### config.mk
export PLATFORM = sky130hd
export DESIGN_NAME = dma_priority_arbiter_flat
export DESIGN_NICKNAME = d
export VERILOG_FILES = /design/src/rtl/dma_priority_arbiter_if.sv /design/src/rtl/dma_priority_arbiter.sv /design/src/flat_wrapper.sv
export SDC_FILE = /design/constraint.sdc
export NUM_CORES = 1
export LEC_CHECK = 0
export ABC_AREA = 1
export BUFFER_PORTS_ARGS = -buffer_cell sky130_fd_sc_hd__clkbuf_2
export CAP_MARGIN = 10
export CORE_ASPECT_RATIO = 0.75
export CORE_MARGIN = 1
export CORE_UTILIZATION = 42
export CTS_CLUSTER_SIZE = 30
export DETAILED_ROUTE_END_ITERATION = 10
export PLACE_DENSITY = 0.72
export SYNTH_ARGS = -nofsm -noshare
export SYNTH_HDL_FRONTEND = slang
export SYNTH_SLANG_ARGS = --single-unit
### constraint.sdc
create_clock -name clk_i -period 1.9 [get_ports clk_i]
set_input_delay 0.095 -clock clk_i [delete_from_list [all_inputs] [get_ports clk_i]]
set_output_delay 0.095 -clock clk_i [all_outputs]
set_load 0.02 [all_outputs]
### src/rtl/dma_priority_arbiter_if.sv
// Request/grant bundle between the DMA arbiter and its surrounding controller.
interface dma_priority_arbiter_if;
    logic [3:0] dreq;
    logic [3:0] mask_reg;
    logic       cmd_disable;
    logic       cmd_rotate;
    logic       dreq_sense_low;
    logic       dack_sense_high;
    logic       hlda;
    logic       service_done;
    logic       request_reg_load;
    logic [2:0] db;
    logic       master_clear;
    logic [1:0] req_id;
    logic       valid_req_id;
    logic [3:0] dack;
    logic [3:0] req_status;

    modport slave (
        input  dreq, mask_reg, cmd_disable, cmd_rotate, dreq_sense_low, dack_sense_high,
        input  hlda, service_done, request_reg_load, db, master_clear,
        output req_id, valid_req_id, dack, req_status
    );

    modport master (
        output dreq, mask_reg, cmd_disable, cmd_rotate, dreq_sense_low, dack_sense_high,
        output hlda, service_done, request_reg_load, db, master_clear,
        input  req_id, valid_req_id, dack, req_status
    );
endinterface

### src/rtl/dma_priority_arbiter.sv
// 8237A-style channel request resolver: fixed/rotating priority, grant hold and DACK generation.
// Rotating priority and the Low pointer exist only when DMA_ROTATING_PRIORITY_EN is defined.
module dma_priority_arbiter (
    input  logic                   clk_i,
    input  logic                   rst_ni,
    dma_priority_arbiter_if.slave  bus
);

    localparam int unsigned NumCh = 4;

    typedef enum logic [1:0] {StIdle, StGrant, StActive, StRelease} state_e;

    state_e           state_q, state_d;
    logic [1:0]       req_id_q, req_id_d;
    logic [NumCh-1:0] dreq_q;
    logic [NumCh-1:0] req_status_q, req_status_d;
    logic [NumCh-1:0] sw_req_q, sw_req_d;
    logic [NumCh-1:0] eff_req, cand;
    logic [NumCh-1:0] dack_act;
    logic [1:0]       low_eff;
    logic [1:0]       winner;
    logic [1:0]       idx;
    logic             found;
    logic             svc_done;

    assign svc_done = (state_q == StActive) && bus.service_done;

    // Software requests bypass the mask.
    always_comb begin
        eff_req = (dreq_q ^ {NumCh{bus.dreq_sense_low}}) | sw_req_q;
        cand    = eff_req & ~(bus.mask_reg & ~sw_req_q);
    end

`ifdef DMA_ROTATING_PRIORITY_EN
    logic [1:0] low_q, low_d;

    assign low_eff = bus.cmd_rotate ? low_q : 2'd3;

    always_comb begin
        low_d = low_q;
        if (svc_done && bus.cmd_rotate) begin
            low_d = req_id_q;
        end
        if (bus.master_clear) begin
            low_d = 2'd3;
        end
    end

    always_ff @(posedge clk_i or negedge rst_ni) begin
        if (!rst_ni) begin
            low_q <= 2'd3;
        end else begin
            low_q <= low_d;
        end
    end
`else
    logic unused_cmd_rotate;

    assign unused_cmd_rotate = bus.cmd_rotate;
    assign low_eff           = 2'd3;
`endif

    // Search starts just above the lowest-priority channel; Low = 3 gives fixed order.
    always_comb begin
        winner = 2'd0;
        found  = 1'b0;
        idx    = 2'd0;
        for (int unsigned i = 1; i <= NumCh; i++) begin
            idx = low_eff + 2'(i);
            if (!found && cand[idx]) begin
                winner = idx;
                found  = 1'b1;
            end
        end
    end

    // SwReq clears on the edge that enters RELEASE; a same-cycle load wins.
    always_comb begin
        sw_req_d = sw_req_q;
        if (svc_done) begin
            sw_req_d[req_id_q] = 1'b0;
        end
        if (bus.request_reg_load) begin
            sw_req_d[bus.db[1:0]] = bus.db[2];
        end
        if (bus.master_clear) begin
            sw_req_d = '0;
        end
    end

    assign req_status_d = (bus.dreq ^ {NumCh{bus.dreq_sense_low}}) | sw_req_d;

    always_comb begin
        state_d  = state_q;
        req_id_d = req_id_q;
        unique case (state_q)
            StIdle: begin
                if ((|cand) && !bus.cmd_disable) begin
                    state_d  = StGrant;
                    req_id_d = winner;
                end
            end
            StGrant: begin
                if (bus.hlda) begin
                    state_d = StActive;
                end else if (!cand[req_id_q]) begin
                    state_d = StIdle;
                end
            end
            StActive: begin
                if (bus.service_done) begin
                    state_d = StRelease;
                end else if (!bus.hlda) begin
                    state_d = StIdle;
                end
            end
            StRelease: state_d = StIdle;
            default:   state_d = StIdle;
        endcase
        if (bus.master_clear) begin
            state_d = StIdle;
        end
    end

    always_ff @(posedge clk_i or negedge rst_ni) begin
        if (!rst_ni) begin
            state_q      <= StIdle;
            req_id_q     <= 2'd0;
            dreq_q       <= '0;
            req_status_q <= '0;
            sw_req_q     <= '0;
        end else begin
            state_q      <= state_d;
            req_id_q     <= req_id_d;
            dreq_q       <= bus.dreq;
            req_status_q <= req_status_d;
            sw_req_q     <= sw_req_d;
        end
    end

    always_comb begin
        dack_act = '0;
        if (state_q == StActive) begin
            dack_act[req_id_q] = 1'b1;
        end
        bus.dack         = bus.dack_sense_high ? dack_act : ~dack_act;
        bus.valid_req_id = (state_q == StGrant) || (state_q == StActive);
        bus.req_id       = req_id_q;
        bus.req_status   = req_status_q;
    end

endmodule

### src/flat_wrapper.sv
// flat-port wrapper written by rule: the top's interface ports become plain ports
module dma_priority_arbiter_flat 
  (clk_i, rst_ni, bus_dreq, bus_mask_reg, bus_cmd_disable, bus_cmd_rotate, bus_dreq_sense_low, bus_dack_sense_high, bus_hlda, bus_service_done, bus_request_reg_load, bus_db, bus_master_clear, bus_req_id, bus_valid_req_id, bus_dack, bus_req_status);
  dma_priority_arbiter_if bus_i ();
  input  logic clk_i;
  input  logic rst_ni;
  input wire logic [$bits(bus_i.dreq)-1:0] bus_dreq;
  input wire logic [$bits(bus_i.mask_reg)-1:0] bus_mask_reg;
  input wire logic [$bits(bus_i.cmd_disable)-1:0] bus_cmd_disable;
  input wire logic [$bits(bus_i.cmd_rotate)-1:0] bus_cmd_rotate;
  input wire logic [$bits(bus_i.dreq_sense_low)-1:0] bus_dreq_sense_low;
  input wire logic [$bits(bus_i.dack_sense_high)-1:0] bus_dack_sense_high;
  input wire logic [$bits(bus_i.hlda)-1:0] bus_hlda;
  input wire logic [$bits(bus_i.service_done)-1:0] bus_service_done;
  input wire logic [$bits(bus_i.request_reg_load)-1:0] bus_request_reg_load;
  input wire logic [$bits(bus_i.db)-1:0] bus_db;
  input wire logic [$bits(bus_i.master_clear)-1:0] bus_master_clear;
  output wire logic [$bits(bus_i.req_id)-1:0] bus_req_id;
  output wire logic [$bits(bus_i.valid_req_id)-1:0] bus_valid_req_id;
  output wire logic [$bits(bus_i.dack)-1:0] bus_dack;
  output wire logic [$bits(bus_i.req_status)-1:0] bus_req_status;
  assign bus_i.dreq = bus_dreq;
  assign bus_i.mask_reg = bus_mask_reg;
  assign bus_i.cmd_disable = bus_cmd_disable;
  assign bus_i.cmd_rotate = bus_cmd_rotate;
  assign bus_i.dreq_sense_low = bus_dreq_sense_low;
  assign bus_i.dack_sense_high = bus_dack_sense_high;
  assign bus_i.hlda = bus_hlda;
  assign bus_i.service_done = bus_service_done;
  assign bus_i.request_reg_load = bus_request_reg_load;
  assign bus_i.db = bus_db;
  assign bus_i.master_clear = bus_master_clear;
  assign bus_req_id = bus_i.req_id;
  assign bus_valid_req_id = bus_i.valid_req_id;
  assign bus_dack = bus_i.dack;
  assign bus_req_status = bus_i.req_status;
  dma_priority_arbiter u_core (.clk_i(clk_i), .rst_ni(rst_ni), .bus(bus_i));
endmodule
==> impl_metrics.csv, run 1 <==
group,metric,value,unit
synthesis,synth_nets,164,
power_and_ir_drop,p_int,0.6341,mW
finish,area_growth_syn_to_layout,24.07,%
floorplan,start_util,44.68,%
timing,finalMaxSlewViolations,0,
floorplan,core_area,2327,sq um
power_and_ir_drop,pwr-share-clk,16.0,%
clock_network,ctsResizeCount,0,
clock_network,clk_transition_reported_paths,80,ps
floorplan,die-area,2681,sq um
grt,grt_first_pass_wirelength,3601,um
synthesis,synth_area_per_cell,7.480,sq um
clock_network,cts_sinks,16,
grt,grt_pass1_vias,872,
power_and_ir_drop,switching_share,40.79,%
synthesis,syn_inst,139,
power_and_ir_drop,p_seq_share,40.7,%
placement,place.port_buffers,30,
clock_network,cts_buffer_depth,2,
clock_network,cts_buffers,3,
finish,seqCellArea,400.4,sq um
routing,viasPerCell,4.656,
finish,antenna_cells,0,
grt,grt_max_degree,17,
placement,dp_cells,201,
finish,fin_cells,209,
placement,preCtsSetupSlack,369.6,ps
critical_path,cp_max_fo,5,
grt,antenna_found_initial,0,
synthesis,netlist_area,1040,sq um
power_and_ir_drop,pwr-share-comb,43.3,%
clock_network,clock_latency,290,ps
timing,grt_setup_unrepaired,"no",
timing,finalCriticalPeriod,1650,ps
finish,fin_area,1290,sq um
routing,routed-via-count,973,
routing,dr_wl_met3,127,um
critical_path,cp-start-kind,"register",
routing,dr_wl_met2,1041,um
critical_path,path_class,"register to output pin",
timing,finalSetupViolCount,0,
floorplan,num_io_pins,32,
hold_path,hold_class,"primary input to register",
timing,finalHoldViolCount,0,
finish,multi_input_area,520.5,sq um
placement,placed_area,1217,sq um
grt,track_usage,18.44,%
critical_path,endpoint_kind,"output pin",
power_and_ir_drop,p_switching,0.4369,mW
power_and_ir_drop,cellPowerDensity,830.2,nW/um^2
timing,fin_crit_sh,86.84,%
routing,met1_length,924,um
finish,fill_cells,231,
grt,grt_overflow,0,
floorplan,die_x,59.45,um
critical_path,cp.required,1800,ps
synthesis,ys_seq_elements,16,
synthesis,ys_seq_area_share,38.51,%
synthesis,ys_types,22,
synthesis,ys_warn_count,0,
clock_network,h-tree-depth,1,
timing,fin_ws,250.0,ps
power_and_ir_drop,power.total,1.071,mW
clock_network,post_cts_buffers,0,
placement,gp_congestion,0.8321,
timing,tns,0,ps
timing,hold_ws,98.53,ps
routing,drc,0,
clock_network,clockRootBuffer,"clkbuf_4",
power_and_ir_drop,power_leakage,0.7044,nW
routing,postRouteWirelength,2104,um
timing,fmax,606.1,MHz
finish,final_layout_size_suffix_gt1_share,28.00,%
floorplan,row_count,15,
finish,layout.nets,202,
routing,drt_iter0_markers,27,
finish,final_core_util,55.43,%
critical_path,arrival,1550,ps
routing,postRouteAntennaNets,0,
timing,skew,2.475,ps
routing,dr.pass1.iters,4,
placement,dp_hpwl,1747,um
critical_path,ff2ff_setup_slack,340,ps
routing,top_layer_used,"met4",
power_and_ir_drop,ir_worst_vdd,0.3878,mV
timing,tightest_slew,396.8,ps
job,drv_cap,0,
clock_network,hold_buffers,5,
clock_network,tritoncts,"built",
floorplan,die_height,45.09,um
run_status,outcome,"finished clean",
timing,relSlewSlack,73.54,%
routing,avgRoutedWirePerCell,10.07,um
[state kept, by name, summed over array words and instances, names as in the netlist]
register and count:
u_core.bus.req_status 4, u_core.bus.req_id 2, u_core.sw_req_q 4, u_core.state_q 2, u_core.dreq_q 4
[final cells by class]
cell class / count / area share [%]
multi-input combinational: 94 / 40.35
sequential: 16 / 31.04
timing repair buffer: 35 / 15.52
inverter: 27 / 8.050
tap: 34 / 3.298
clock buffer: 3 / 1.746
[cells by family after synthesis]
logic type	share of synthesized area, %
buffers and inverters	11.43
adders and majority gates	4.814
xor gates and xnor gates	6.738
and+or+nand+nor	29.84
DFF	38.51
AOI/OAI and AO/OA	8.665
[path summary, 6_finish.rpt]
check,from,cells past startpoint,end
setup / recovery,u_core.state_q[0],6,bus_dack[3]
hold / removal,bus_cmd_disable,3,u_core.bus.req_id[1]
setup reg to reg,u_core.state_q[0],7,u_core.bus.req_status[0]
hold reg to reg,u_core.state_q[0],2,u_core.state_q[0]
max in group asynchronous,rst_ni,2,u_core.sw_req_q[0]
min in group asynchronous,rst_ni,2,u_core.dreq_q[2]
[synth_stat cells]
cell,count,share of area (%)
a21oi_1,9,4.3
nand3b_1,1,0.72
inv_4,1,0.60
a211oi_1,1,0.72
or2_2,1,0.60
a21boi_0,1,0.72
ha_1,4,4.8
dfrtp_1,16,39
o21ai_0,6,2.9
inv_1,26,9.4
nand3_1,9,4.3
buf_6,1,1.1
nor2_2,4,2.4
nor2_1,13,4.7
clkbuf_1,1,0.36
nor4_1,1,0.60
nand2_1,23,8.3
xor2_1,4,3.4
nand2_2,8,4.8
xnor2_1,4,3.4
nor3_1,3,1.4
nand3_2,2,1.9
[critical path, cell delays in order, from the launching register on]
cell,delay [ps]
dfrtp_1,400
inv_1,110
ha_1,240
inv_1,80
nor2_1,120
xnor2_1,130
clkbuf_2,190
[power groups by stage]
stage                     logic, mW  registers, mW  clock network (mW)
final                         0.464          0.436               0.172
after global routing          0.522          0.444               0.191
after CTS                     0.466          0.435               0.179
after detailed placement      0.456          0.442                   0
after global placement        0.444          0.439                   0
after floorplan               0.284          0.475                   0
[per-layer routing]
metal  GRT usage (%)  vias up
met2           31.24       24
li1                -      502
met3           6.017        2
met5               0        -
met1           23.01      445
met4           4.286        0
[cells in the final DEF (no fill, tap or decap), types with 2 or more instances in the layout]
cell | Yosys | final
a21oi_1 | 9 | 9
clkbuf_2 | 0 | 30
clkbuf_4 | 0 | 3
dfrtp_1 | 16 | 16
dlygate4sd3_1 | 0 | 5
ha_1 | 4 | 4
inv_1 | 26 | 26
nand2_1 | 23 | 23
nand2_2 | 8 | 8
nand3_1 | 9 | 9
nand3_2 | 2 | 2
nor2_1 | 13 | 13
nor2_2 | 4 | 4
nor3_1 | 3 | 3
o21ai_0 | 6 | 6
xnor2_1 | 4 | 4
xor2_1 | 4 | 4
(Power assumes the default switching activity.)
==> run 2: changes to the inputs <==
Settings changed: BUFFER_PORTS_ARGS -buffer_cell sky130_fd_sc_hd__clkbuf_2 to default, DONT_BUFFER_PORTS from default to 1, PLACE_DENSITY 0.72 to 0.6.
==> impl_metrics.csv, run 2 (synthesis gave the netlist of run 1 again) <==
group,metric,value,unit
timing,tightest_slew,711.3,ps
clock_network,cts_buffer_depth,2,
clock_network,tritoncts,"built",
clock_network,post_cts_buffers,0,
grt,grt_max_degree,17,
finish,multi_input_area,520.5,sq um
finish,layout.nets,175,
routing,viasPerCell,4.720,
power_and_ir_drop,cellPowerDensity,860.1,nW/um^2
timing,relSlewSlack,52.42,%
critical_path,ff2ff_setup_slack,350,ps
critical_path,endpoint_kind,"output pin",
critical_path,cp-startpoint,"u_core.bus.req_id[0]",
routing,drc,0,
power_and_ir_drop,power_leakage,0.5925,nW
job,drv_cap,0,
clock_network,clockRootBuffer,"clkbuf_4",
timing,finalHoldViolCount,0,
clock_network,clock_latency,280,ps
critical_path,crit-reg2reg-launch,"u_core.state_q[0]",
finish,mostFrequentLayoutCell,"inv_1",
timing,finalSetupViolCount,0,
placement,placed_area,1067,sq um
timing,fmax,592.7,MHz
critical_path,path_class,"register to output pin",
grt,antenna_found_initial,0,
floorplan,num_io_pins,32,
power_and_ir_drop,ir_worst_vdd,0.4029,mV
finish,fin_area,1170,sq um
clock_network,h-tree-depth,1,
finish,area_growth_syn_to_layout,12.51,%
placement,dp_hpwl,1648,um
finish,antenna_cells,0,
timing,tns,0,ps
timing,grt_setup_unrepaired,"no",
grt,grt_first_pass_wirelength,3305,um
run_status,outcome,"finished clean",
critical_path,cp-start-kind,"register",
clock_network,hold_buffers,8,
critical_path,arrival,1590,ps
placement,place.port_buffers,0,
hold_path,min_from,"bus_master_clear",
routing,postRouteAntennaNets,0,
hold_path,hold_class,"primary input to register",
placement,gp_congestion,0.8062,
floorplan,die-area,2681,sq um
routing,postRouteWirelength,2092,um
critical_path,r2r-end,"u_core.bus.req_status[0]",
floorplan,die_height,45.09,um
floorplan,start_util,44.68,%
critical_path,r2r_cells,7,
routing,drt_iter0_markers,40,
critical_path,slowest_stage,"dfrtp_1",
floorplan,row_count,15,
finish,seqCellArea,400.4,sq um
timing,finalMaxSlewViolations,0,
clock_network,clk_transition_reported_paths,80,ps
critical_path,cpPeakStageDelay,520,ps
finish,layout_common_cells,"inv_1, nand2_1, dfrtp_1",
critical_path,cp_cell_sequence,"inv_1, nor2_1, nand2_1, xor2_1",
timing,fin_crit_sh,88.79,%
critical_path,cp_max_fo,5,
finish,final_layout_size_suffix_gt1_share,12.84,%
timing,finalCriticalPeriod,1687,ps
floorplan,core_area,2327,sq um
routing,routed-via-count,859,
routing,dr.pass1.iters,4,
clock_network,cts_sinks,16,
routing,avgRoutedWirePerCell,11.49,um
clock_network,ctsResizeCount,0,
hold_path,holdPathStages,3,
grt,grt_pass1_vias,764,
grt,track_usage,17.32,%
hold_path,hold_end,"u_core.sw_req_q[2]",
clock_network,cts_buffers,3,
critical_path,cp.required,1800,ps
floorplan,die_x,59.45,um
finish,fill_cells,252,
timing,skew,2.816,ps
grt,grt_overflow,0,
## run 2: changes by cell type in the layout (fill, tap and decap cells not counted), sizes merged
cell / change
clkbuf: -30
dlygate4sd3: +3
## run 2: cell type report
class / count / area share (%)
timing repair buffer: 8 / 6.845
clock buffer: 3 / 1.925
sequential: 16 / 34.22
multi-input combinational: 94 / 44.49
tap: 34 / 3.636
inverter: 27 / 8.877
## run 2: power breakdown
part | internal [mW] | leakage [nW] | switching [mW] | total [mW]
clock | 0.0736 | 0.0138 | 0.0970 | 0.171
combinational | 0.132 | 0.383 | 0.227 | 0.359
sequential | 0.391 | 0.196 | 0.0856 | 0.477
total | 0.597 | 0.592 | 0.409 | 1.01
## run 2: per-layer routing
layer,wire (um),share of wire (%),GRT usage (%),vias to the layer above
li1,-,-,-,446
met1,959,46,21.86,389
met2,977,47,26.97,22
met3,144,6.9,8.883,2
met4,10,0.48,2.857,0
met5,0,0,0,-
## run 2: per-stage QoR
stage	hold WS, ps	cells	worst slack, ps	power [mW]	utilization (%)
global route	17.77	182	85.23	1.090	50.27
global placement	-200.1	171	394.9	0.8101	45.86
finish	7.608	182	212.9	1.006	50.27
floorplan	-200.6	139	517.9	0.7591	-
detailed placement	-200.2	171	343.1	0.8209	45.86
CTS	4.639	182	204.7	1.015	50.27
## run 2: worst max-delay path by stage
stage,to,depth (start not counted)
floorplan,u_core.bus.req_status[3],6
global placement,u_core.bus.req_status[3],6
detailed placement,u_core.bus.req_status[1],7
CTS,bus_dack[1],4
global route,bus_dack[1],4
finish,bus_dack[1],4
## run 2: worst max-delay path: cells and delay by family, from the launching register on
family / cells / cell delay, ps
XOR/XNOR: 1 / 380
AND/OR/NAND/NOR: 2 / 310
flip-flops: 1 / 520
buffers and inverters: 1 / 90
==> run 3: changes to the inputs <==
Settings changed: HOLD_SLACK_MARGIN from default to 0.12.
==> impl_metrics.csv, run 3 (synthesis gave the netlist of run 1 again) <==
group,metric,value,unit
routing,avgRoutedWirePerCell,11.35,um
timing,fin_crit_sh,88.75,%
routing,drt_iter0_markers,36,
floorplan,core_area,2327,sq um
clock_network,clockRootBuffer,"clkbuf_4",
power_and_ir_drop,switching_share,40.70,%
routing,routed-via-count,884,
finish,antenna_cells,0,
critical_path,cp_max_fo,5,
clock_network,cts_buffer_depth,2,
routing,drc,0,
grt,grt_overflow,0,
floorplan,die-area,2681,sq um
grt,grt_first_pass_wirelength,3353,um
placement,gp_congestion,0.8062,
power_and_ir_drop,power_leakage,0.6071,nW
timing,finalHoldViolCount,0,
finish,fin_area,1210,sq um
timing,tightest_slew,712.2,ps
clock_network,clk_transition_reported_paths,80,ps
floorplan,start_util,44.68,%
timing,relSlewSlack,52.36,%
clock_network,tritoncts,"built",
grt,antenna_found_initial,0,
routing,viasPerCell,4.753,
power_and_ir_drop,pwr-share-comb,36.2,%
timing,finalSetupViolCount,0,
routing,dr.pass1.iters,4,
floorplan,die_height,45.09,um
grt,grt_max_degree,17,
power_and_ir_drop,p_seq_share,47.0,%
finish,layout.nets,179,
timing,finalCriticalPeriod,1686,ps
clock_network,cts_buffers,3,
finish,mostFrequentLayoutCell,"inv_1",
critical_path,arrival,1590,ps
routing,postRouteAntennaNets,0,
hold_path,hold_class,"primary input to register",
power_and_ir_drop,pwr-share-clk,16.8,%
clock_network,cts_sinks,16,
power_and_ir_drop,p_switching,0.4131,mW
grt,track_usage,17.50,%
finish,fill_cells,249,
job,drv_cap,0,
critical_path,cp-start-kind,"register",
timing,skew,2.680,ps
power_and_ir_drop,p_int,0.6019,mW
power_and_ir_drop,power.total,1.015,mW
floorplan,num_io_pins,32,
timing,tns,0,ps
timing,fmax,593.0,MHz
placement,placed_area,1067,sq um
power_and_ir_drop,cellPowerDensity,838.9,nW/um^2
finish,final_layout_size_suffix_gt1_share,12.50,%
power_and_ir_drop,ir_worst_vdd,0.3925,mV
finish,layout_common_cells,"inv_1, nand2_1, dfrtp_1",
finish,area_growth_syn_to_layout,16.37,%
routing,postRouteWirelength,2112,um
run_status,outcome,"finished clean",
clock_network,h-tree-depth,1,
critical_path,cp.required,1800,ps
critical_path,endpoint_kind,"output pin",
placement,dp_hpwl,1648,um
clock_network,clock_latency,280,ps
critical_path,path_class,"register to output pin",
grt,grt_pass1_vias,777,
timing,finalMaxSlewViolations,0,
floorplan,row_count,15,
floorplan,die_x,59.45,um
finish,final_core_util,51.99,%
timing,grt_setup_unrepaired,"no",
placement,place.port_buffers,0,
run 3: critical path, stage by stage (launching register included):
cell and delay [ps]:
dfrtp_1 520, inv_1 90, nor2_1 210, nand2_1 100, xor2_1 380
run 3: layout make-up:
class	count	area [sq um]	share of cell area, %
tap	34	42.54	3.516
inverter	27	103.9	8.583
timing repair buffer	12	120.1	9.928
multi-input combinational	94	520.5	43.02
clock buffer	3	22.52	1.861
sequential	16	400.4	33.09
run 3: worst paths after layout:
path,startpoint,endpoint,slack (ps),depth (start not counted)
worst max-delay path,u_core.bus.req_id[0],bus_dack[1],210,4
worst min-delay path,bus_db[0],u_core.sw_req_q[3],130,3
worst max register to register,u_core.state_q[0],u_core.bus.req_status[1],350,7
worst min register to register,u_core.state_q[0],u_core.state_q[0],520,2
max in group asynchronous,rst_ni,u_core.state_q[0],1150,1
min in group asynchronous,rst_ni,u_core.dreq_q[1],300,1
run 3: what timing repair did:
| item | in CTS | in global routing |
|---|---|---|
| hold buffers | 12 | 0 |
| endpoints found under the setup margin | 0 | 0 |
| hold endpoints to repair | 32 | 0 |
| buffers inserted | 0 | 0 |
| resized for setup | 0 | 0 |
run 3: routing by layer:
metal | GRT usage (%) | wire, um | vias up
li1 | - | - | 453
met1 | 22.94 | 1000 | 405
met2 | 26.74 | 969 | 24
met3 | 8.309 | 131 | 2
met4 | 2.857 | 10 | 0
met5 | 0 | 0 | -
run 3: stage by stage:
| stage | hold WS (ps) | worst slack (ps) | cells |
|---|---|---|---|
| 2_1_floorplan | -200.6 | 517.9 | 139 |
| 3_3_place_gp | -200.1 | 394.9 | 171 |
| 3_5_place_dp | -200.2 | 343.1 | 171 |
| 4_1_cts | 123.5 | 204.7 | 186 |
| 5_1_grt | 154.1 | 86.48 | 186 |
| 6_report | 128.6 | 213.7 | 186 |
run 3: power groups by stage:
stage / clock network, mW / registers [mW] / logic [mW]
global placement: 0 / 0.483 / 0.327
CTS: 0.177 / 0.477 / 0.369
detailed placement: 0 / 0.485 / 0.336
finish: 0.170 / 0.477 / 0.368
global route: 0.198 / 0.487 / 0.413
floorplan: 0 / 0.475 / 0.284
